**src/rtl/lifo_reader.sv**
```systemverilog
// ---------------------------------------------------------------------------
// lifo_reader
//
// Read-side master for the lifo block. A burst is started with cmd_start and
// pops cmd_len entries from the lifo, or drains it until empty when
// cmd_len == 0. Popped words are delivered on a valid/ready output stream
// through a 2-entry skid buffer. Downstream backpressure therefore never
// drops a word, and the lifo is never popped while it is empty.
//
// Configuration macro: LIFO_READER_FWFT_EN
//   undefined : the lifo has 1-cycle read latency. r_data is valid the cycle
//               after r_req, and a 1-bit in-flight flag tracks that word.
//   defined   : the lifo is in FWFT mode. r_data is valid in the same cycle
//               as r_req and is captured at that edge. There is no in-flight
//               flag.
//
// Parameters
//   DATA_W : width of lifo words and of out_data
//   DEPTH  : depth of the attached lifo
//   CNT_W  : width of lifo_cnt, cmd_len and popped_cnt
//
// Ports
//   clk200      in   clock
//   nrst        in   synchronous, active-low reset
//   cmd_start   in   one-cycle pulse that starts a burst; ignored while busy
//   cmd_len     in   entries to pop; 0 = drain until lifo_empty
//   cmd_busy    out  high from the cycle after an accepted start until done
//   cmd_done    out  one-cycle pulse when the burst completes
//   popped_cnt  out  entries popped in the current/last burst (saturating)
//   short_err   out  sticky: lifo emptied before cmd_len pops
//   r_req       out  pop request to the lifo
//   r_data      in   lifo read data
//   lifo_empty  in   lifo empty flag
//   lifo_cnt    in   lifo fill count (status only, not used for control)
//   out_valid   out  output word valid
//   out_ready   in   downstream accept
//   out_data    out  output word
//   dbg_state   out  current FSM state, for debug and checkers
//
// Handshake: a word transfers on every clk200 edge where out_valid and
// out_ready are both 1. While out_valid=1 and out_ready=0, out_valid and
// out_data hold their values. out_valid never depends on out_ready.
// ---------------------------------------------------------------------------
module lifo_reader #(
    parameter int DATA_W = 16,
    parameter int DEPTH  = 8,
    parameter int CNT_W  = $clog2(DEPTH) + 1
) (
    input  logic              clk200,
    input  logic              nrst,
    input  logic              cmd_start,
    input  logic [CNT_W-1:0]  cmd_len,
    output logic              cmd_busy,
    output logic              cmd_done,
    output logic [CNT_W-1:0]  popped_cnt,
    output logic              short_err,
    output logic              r_req,
    input  logic [DATA_W-1:0] r_data,
    input  logic              lifo_empty,
    input  logic [CNT_W-1:0]  lifo_cnt,
    output logic              out_valid,
    input  logic              out_ready,
    output logic [DATA_W-1:0] out_data,
    output logic [1:0]        dbg_state
);

    typedef enum logic [1:0] {
        S_IDLE  = 2'd0,
        S_POP   = 2'd1,
        S_FLUSH = 2'd2,
        S_DONE  = 2'd3
    } state_t;

    localparam logic [CNT_W-1:0] CNT_ONE = {{(CNT_W-1){1'b0}}, 1'b1};
    localparam logic [CNT_W-1:0] CNT_MAX = {CNT_W{1'b1}};

    state_t             state_q, state_d;
    logic [CNT_W-1:0]   cmd_len_q, cmd_len_d;
    logic [CNT_W-1:0]   remaining_q, remaining_d;
    logic [CNT_W-1:0]   popped_q, popped_d;
    logic               short_err_q, short_err_d;

    // Skid buffer: two entries, with read/write pointers and an occupancy count.
    logic [DATA_W-1:0]  buf_q [2];
    logic [DATA_W-1:0]  buf_d [2];
    logic [1:0]         buf_cnt_q, buf_cnt_d;
    logic               rd_ptr_q, rd_ptr_d;
    logic               wr_ptr_q, wr_ptr_d;

    logic               inflight;   // a popped word is still on its way from the lifo
    logic               capture;    // write r_data into the skid buffer at this edge
    logic               pop_out;    // head word leaves on the output stream
    logic [2:0]         held;
    logic               space;
    logic               more_ok;
    logic               r_req_w;

    // lifo_cnt is status only; fold it into a sink so it is not left dangling.
    logic               lifo_cnt_unused;
    assign lifo_cnt_unused = ^lifo_cnt;

`ifdef LIFO_READER_FWFT_EN
    // FWFT: the word is present with r_req and is captured at the same edge.
    assign inflight = 1'b0;
    assign capture  = r_req_w;
`else
    logic inflight_q, inflight_d;

    assign inflight   = inflight_q;
    assign capture    = inflight_q;
    assign inflight_d = r_req_w;

    always_ff @(posedge clk200) begin
        if (!nrst) begin
            inflight_q <= 1'b0;
        end else begin
            inflight_q <= inflight_d;
        end
    end
`endif

    assign pop_out = (buf_cnt_q != 2'd0) && out_ready;

    // Words the reader still holds after this edge, not counting a new
    // request. The word that leaves downstream in this cycle is subtracted.
    // That lets a steady out_ready=1 stream sustain one pop per cycle, while
    // buffer plus in-flight words never exceed two.
    always_comb begin
        held  = {1'b0, buf_cnt_q} + {2'b00, inflight} - {2'b00, pop_out};
        space = (held < 3'd2);
    end

    assign more_ok = (remaining_q != '0) || (cmd_len_q == '0);
    assign r_req_w = (state_q == S_POP) && !lifo_empty && space && more_ok;

    // Burst control FSM.
    always_comb begin
        state_d     = state_q;
        cmd_len_d   = cmd_len_q;
        remaining_d = remaining_q;
        popped_d    = popped_q;
        short_err_d = short_err_q;

        unique case (state_q)
            S_IDLE: begin
                if (cmd_start) begin
                    cmd_len_d   = cmd_len;
                    remaining_d = cmd_len;
                    popped_d    = '0;
                    short_err_d = 1'b0;
                    state_d     = S_POP;
                end
            end
            S_POP: begin
                if (r_req_w) begin
                    if (popped_q != CNT_MAX) begin
                        popped_d = popped_q + CNT_ONE;
                    end
                    // In drain mode remaining stays 0 and is not counted.
                    if (cmd_len_q != '0) begin
                        remaining_d = remaining_q - CNT_ONE;
                        if (remaining_q == CNT_ONE) begin
                            state_d = S_FLUSH;
                        end
                    end
                end else if (lifo_empty) begin
                    state_d = S_FLUSH;
                    if ((cmd_len_q != '0) && (remaining_q != '0)) begin
                        short_err_d = 1'b1;
                    end
                end
            end
            S_FLUSH: begin
                if (!inflight && (buf_cnt_q == 2'd0)) begin
                    state_d = S_DONE;
                end
            end
            S_DONE: begin
                state_d = S_IDLE;
            end
            default: begin
                state_d = S_IDLE;
            end
        endcase
    end

    // Skid buffer next-state. A capture and a pop can happen in the same cycle.
    always_comb begin
        buf_d[0]  = buf_q[0];
        buf_d[1]  = buf_q[1];
        wr_ptr_d  = wr_ptr_q;
        rd_ptr_d  = rd_ptr_q;
        buf_cnt_d = buf_cnt_q + {1'b0, capture} - {1'b0, pop_out};
        if (capture) begin
            buf_d[wr_ptr_q] = r_data;
            wr_ptr_d        = ~wr_ptr_q;
        end
        if (pop_out) begin
            rd_ptr_d = ~rd_ptr_q;
        end
    end

    always_ff @(posedge clk200) begin
        if (!nrst) begin
            state_q     <= S_IDLE;
            cmd_len_q   <= '0;
            remaining_q <= '0;
            popped_q    <= '0;
            short_err_q <= 1'b0;
            buf_q[0]    <= '0;
            buf_q[1]    <= '0;
            buf_cnt_q   <= 2'd0;
            rd_ptr_q    <= 1'b0;
            wr_ptr_q    <= 1'b0;
        end else begin
            state_q     <= state_d;
            cmd_len_q   <= cmd_len_d;
            remaining_q <= remaining_d;
            popped_q    <= popped_d;
            short_err_q <= short_err_d;
            buf_q[0]    <= buf_d[0];
            buf_q[1]    <= buf_d[1];
            buf_cnt_q   <= buf_cnt_d;
            rd_ptr_q    <= rd_ptr_d;
            wr_ptr_q    <= wr_ptr_d;
        end
    end

    assign cmd_busy   = (state_q != S_IDLE);
    assign cmd_done   = (state_q == S_DONE);
    assign popped_cnt = popped_q;
    assign short_err  = short_err_q;
    assign r_req      = r_req_w;
    assign out_valid  = (buf_cnt_q != 2'd0);
    assign out_data   = buf_q[rd_ptr_q];
    assign dbg_state  = state_q;

endmodule
```
**config.mk**
```make
export PLATFORM = sky130hd
export DESIGN_NAME = lifo_reader
export DESIGN_NICKNAME = d
export VERILOG_FILES = /design/src/rtl/lifo_reader.sv
export SDC_FILE = /design/constraint.sdc
export NUM_CORES = 1
export LEC_CHECK = 0
export CORE_ASPECT_RATIO = 1.1
export CORE_MARGIN = 2
export CORE_UTILIZATION = 50
export DETAILED_ROUTE_END_ITERATION = 12
export PLACE_DENSITY = 0.76
export SYNTH_ARGS = -nofsm -noshare
export SYNTH_HDL_FRONTEND = slang
export SYNTH_SLANG_ARGS = --single-unit
```
**constraint.sdc**
```tcl
create_clock -name clk200 -period 3.7 [get_ports clk200]
set_input_delay 0.74 -clock clk200 [delete_from_list [all_inputs] [get_ports clk200]]
set_output_delay 0.74 -clock clk200 [all_outputs]
set_load 0.005 [all_outputs]
```
== Word level (Yosys, flattened, before mapping) ==
Memories as Yosys holds them, arrays and structs flattened. A register that Yosys moved wholly into a read port is not among the register bits.
Cells that the tools add are included.
Widths: inputs -> output; s select.
Cells by class
  multiplexer cells: 30
  reductions and logical operators: 23
  add/subtract/negate cells: 6
  order comparisons: 3
  bitwise logic cells: 5
  equality and inequality tests: 16
Operators by type and width (count)
  $mux 16: 3
  $bwmux 32: 1
  $mux 32: 1
  $mux 4: 6
  $demux 16 s1: 1
  $pmux 4 s2: 2
  $mux 2: 6
  $ne 2x2->1 const B: 5
  $reduce_and 5->1: 2
  $mux 1: 8
  $pmux 2 s4: 1
  $reduce_and 4->1: 2
  $reduce_bool 4->1: 2
  $logic_and 1x1->1: 7
  $ne 2x1->1 const B: 3
  $ne 3x2->1 const B: 2
  $reduce_bool 2->1: 3
  $add 4x1->4 const B: 1
  $eq 2x2->1 const B: 2
  $eq 4x1->1 const B: 1
  $logic_not 2->1: 2
  $logic_not 4->1: 1
  $ne 4x4->1 const B: 1
  $sub 4x1->4 const B: 1
  16 further kinds: 19
Word-level totals
  word-level logic and storage cells: 93
  register bits after elaboration: 20
  output and inout bits: 27
  input bits: 29
  RAM bits: 32
  memories kept: 1
Memories
  buf_q: depth 2, bits a word 16, read ports 3, clocked after memory_dff 1, write ports 2, line 84  | logic [DATA_W-1:0] buf_q [2];

== Logic depth before layout (Yosys ltp) ==
  word-level depth: 8
  mapped depth: 12
  depth with buffers taken out: 12

== Worst setup path before layout ==
OpenSTA, ideal clock, no wires.
  path kind: input port to output port
  from: input out_ready
  to: output r_req
  path buffers: 0
  slack: 635 ps
  stages: 9
  required time: 2960 ps
  arrival: 2325 ps
  path through: and2_1 ha_1 inv_1 ha_1 inv_1 fa_1 xnor2_1 o211ai_2 inv_1
Between the ends
  cells in the longest elaborated chain, start to end: 5
RTL lines
  start: declaration: line 62  | input logic out_ready,
  $logic_and 1x1->1: line 122  | assign pop_out = (buf_cnt_q != 2'd0) && out_ready;
  $sub 3x1->3: line 129  | held = {1'b0, buf_cnt_q} + {2'b00, inflight} - {2'b00, pop_out};
  $lt 3x2->1: line 130  | space = (held < 3'd2);
  $logic_and 1x1->1 (2 in series): line 134  | assign r_req_w = (state_q == S_POP) && !lifo_empty && space && more_ok;
  end: declaration: line 57  | output logic r_req,
Every way passes these cells.

== Worst setup path after layout ==
  from: input out_ready
  to: output r_req
Between the ends
  cells in the longest elaborated chain, start to end: 5
RTL lines
  $logic_and 1x1->1: line 122
  via pop_out: line 92  | logic pop_out;
  $sub 3x1->3: line 129
  $lt 3x2->1: line 130
  $logic_and 1x1->1 (2 in series): line 134
The timed path passes the listed nets, and every way through them passes these cells.

==> impl_metrics.py <==
metrics = {
    "run_status": {
        "outcome": "complete, no violations",
    },
    "drt": {
        "firstDrtPassIters": 4,
        "drt_iter0_drc": 149,
        "wl_per_cell_um": 14.1,
        "drt_wl_total_um": 5790,
        "wl_met3_um": 285,
        "post-route-drc-count": 0,
        "viasPerCell": 5.45,
        "wl_met1_um": 2680,
        "ant_nets": 0,
        "top_layer_used": "met4",
        "route.met2.wl_um": 2690,
        "vias": 2236,
    },
    "finish": {
        "syn_to_final_growth_pct": 31.2,
        "final_core_util": 0.690,
        "multi_input_area_um2": 1320,
        "fillers": 418,
        "seqCellArea_um2": 1060,
        "nets": 393,
        "num_antenna_cells": 0,
        "drive_gt1_frac": 0.150,
    },
    "synthesis": {
        "synth-seq-cells": 53,
        "synth-edff-count": 0,
        "syn_nets": 336,
        "ys_types": 45,
        "synth_cells": 297,
        "synth_area_um2": 2460,
        "yosysTopAreaCellShare": 0.430,
        "async_reset_ff_frac": 0,
        "synthTopCellsByArea": "dfxtp_1 (43%), nand2_1 (12%), a21oi_1 (8.7%)",
        "ys_seq_area_frac": 0.430,
        "synth_top_area_cell": "dfxtp_1",
        "syn_avg_cell_area_um2": 8.30,
        "yosys_warnings": 0,
        "synth_ff_type": "dfxtp_1",
    },
    "setup_path": {
        "critPathLaunchType": "input pin",
        "reg2regPathDepth": 21,
        "cp_data_arrival_time_ns": 2.83,
        "cp_max_fo": 2,
        "crit_required_ns": 2.96,
        "rrSetupSlack_ns": 0.18,
        "critPathKind": "in2out",
        "worst-path-buf-inv": 6,
        "worstReg2RegStart": "buf_cnt_q[1]",
        "max_stage_delay_ns": 0.52,
        "cp_slowest_cell": "fa_2",
        "cp-end-kind": "output pin",
        "rr_endpoint": "popped_cnt[0]",
        "cp_top_family": "adder cells",
        "crit_chain": "dlygate4sd2_1 -> and2_4 -> ha_4 -> inv_2 -> ha_2 -> inv_2 -> fa_2 -> and3b_2 -> o211ai_2 -> inv_1 -> buf_4 -> dlygate4sd2_1",
    },
    "floorplanning": {
        "start_util": 0.526,
        "die_h_um": 77.6,
        "die_x_um": 70.9,
        "io_pins": 56,
        "num_rows": 26,
        "fp.coreArea_um2": 4680,
        "dieArea_um2": 5510,
    },
    "timing": {
        "slew_viol_final": 0,
        "whs_ns": 0.457,
        "hold_viol": 0,
        "slew_headroom": 0.255,
        "rsz0062_at_grt": "false",
        "setup_viol": 0,
        "final.min_clock_period_ns": 3.57,
        "skew_ns": 0.00703,
        "max_freq_mhz": 280,
        "tightest_slew_ns": 1.11,
        "period_share": 0.966,
    },
    "global_routing": {
        "grt_max_degree": 47,
        "grt_pass1_vias": 2040,
        "antenna_found_initial": 0,
        "grt_pass1_wl_um": 9450,
        "track_usage": 0.213,
        "grt_overflow": 0,
    },
    "power_and_ir_drop": {
        "power.density_nw_per_um2": 603,
        "p_sw_w": 0.000671,
        "combPwrFrac": 0.420,
        "p_leak_nw": 1.20,
        "finalPower_w": 0.00195,
        "p_seq_frac": 0.382,
        "switching_share": 0.344,
        "vdd_ir_drop_max_mv": 0.487,
        "p_int_w": 0.00128,
        "p_clk_frac": 0.197,
    },
    "cts": {
        "clock_latency_ns": 0.31,
        "path_clk_slew_ns": 0.09,
        "cts_tree": "done",
        "cts.sinks": 53,
        "cts_root_buffer": "clkbuf_8",
        "cts_buffer_depth": 2,
        "cts-htree-levels": 2,
        "cts-buffers-inserted": 5,
    },
    "worst_hold_path": {
        "hold_path_class": "reg2reg",
        "min_to": "buf_q[0][8]",
        "hp-start": "buf_q[0][8]",
        "min_delay_path_depth": 2,
    },
    "place": {
        "place.gp.congestion": 0.718,
        "io_buffers": 51,
        "dp_hpwl_um": 3760,
    },
    "run": {
        "maxCapViolations": 0,
    },
}
-- worst max-delay path by stage --
| stage | startpoint | endpoint | slack [ns] | cells past startpoint |
|---|---|---|---|---|
| 5_1_grt | out_ready | r_req | 0.06 | 12 |
| 3_3_place_gp | out_ready | r_req | -0.25 | 11 |
| 4_1_cts | out_ready | popped_cnt[2] | 0.01 | 22 |
| 6_report | out_ready | r_req | 0.13 | 12 |
| 2_1_floorplan | out_ready | r_req | 0.64 | 9 |
| 3_5_place_dp | out_ready | r_req | -0.29 | 11 |
-- flip-flops by register name, indices dropped and copies added, names as in the netlist, named ones only --
signal and cells:
buf_q 32, cmd_len_q 4, popped_cnt 4, remaining_q 4
buf_cnt_q 2, dbg_state 2, capture 1, rd_ptr_q 1
short_err 1, wr_ptr_q 1
-- stage by stage --
stage | TNS [ns] | worst slack, ns | cell area [um2] | cells
CTS | 0 | 0.0145 | 3200 | 408
detailed placement | -0.293 | -0.293 | 3010 | 392
global route | 0 | 0.0613 | 3230 | 410
finish | 0 | 0.127 | 3230 | 410
floorplan | 0 | 0.635 | 2460 | 297
global placement | -0.254 | -0.254 | 3010 | 392
-- final cells by class --
| type | count | share of cell area |
|---|---|---|
| Timing Repair Buffer | 67 | 0.194 |
| Tap cell | 56 | 0.0217 |
| Sequential cell | 53 | 0.329 |
| Clock buffer | 5 | 0.0213 |
| Multi-Input combinational cell | 215 | 0.409 |
| Inverter | 12 | 0.0139 |
| Clock inverter | 2 | 0.0108 |
-- worst min-delay path: stages (launching register included) --
cell     delay (ns)
dfxtp_1        0.32
nand2_1        0.05
a21oi_1        0.05
-- cell usage in the layout, fill, tap and decap left out, types with 3 or more instances in the layout --
cell             netlist  layout
a21oi_1               43      41
a41oi_1                3       3
buf_4                  0      16
clkbuf_8               0       5
clkdlybuf4s50_1        0      49
dfxtp_1               53      52
ha_1                   9       7
inv_1                 12      10
mux2_2                16      16
mux2i_1                3       3
nand2_1               80      80
nand2b_1               3       3
nand3_1                6       6
nor2_1                 7       7
nor4_1                 4       4
o21a_1                 3       3
-- power by group through the flow --
| stage | Sequential (W) | Combinational (W) | Clock [W] |
|---|---|---|---|
| floorplan | 0.000714 | 0.000493 | 0 |
| global route | 0.000759 | 0.000905 | 0.000413 |
| CTS | 0.000745 | 0.000772 | 0.000386 |
| detailed placement | 0.000753 | 0.000710 | 0 |
| finish | 0.000746 | 0.000820 | 0.000385 |
| global placement | 0.000752 | 0.000695 | 0 |
-- routing by layer --
| metal | global-route usage | up-vias |
|---|---|---|
| met2 | 0.342 | 50 |
| met5 | 0 | - |
| met3 | 0.0494 | 12 |
| met4 | 0.0943 | 0 |
| met1 | 0.271 | 1042 |
| li1 | - | 1132 |
-- synth_stat cells (all sizes together) (3+ instances only) --
master / number
nand2: 80
dfxtp: 53
a21oi: 43
mux2: 16
inv: 12
clkbuf: 10
ha: 9
buf: 7
nor2: 7
nand3: 6
nor4: 4
a41oi: 3
and2: 3
mux2i: 3
nand2b: 3
o21a: 3
-- kinds of logic after synthesis --
group / count (synthesis) / synth area share
XOR/XNOR: 3 / 0.0107
flip-flops: 53 / 0.430
adder cells (fa/ha/maj): 10 / 0.0538
AO/OA/AOI/OAI: 64 / 0.154
multiplexers: 19 / 0.0853
buffers and inverters: 29 / 0.0482
AND/OR/NAND/NOR: 119 / 0.218
-- repair_timing --
item / 4_1_cts / 5_1_grt
gates resized for setup: 10 / 6
pin swaps: 5 / 6
buffers inserted: 10 / 3
cloned: 0 / 0
endpoints found under the setup margin: 1 / 4
hold buffers: 0 / 0
Note: power is estimated with default switching activity, not from simulation.
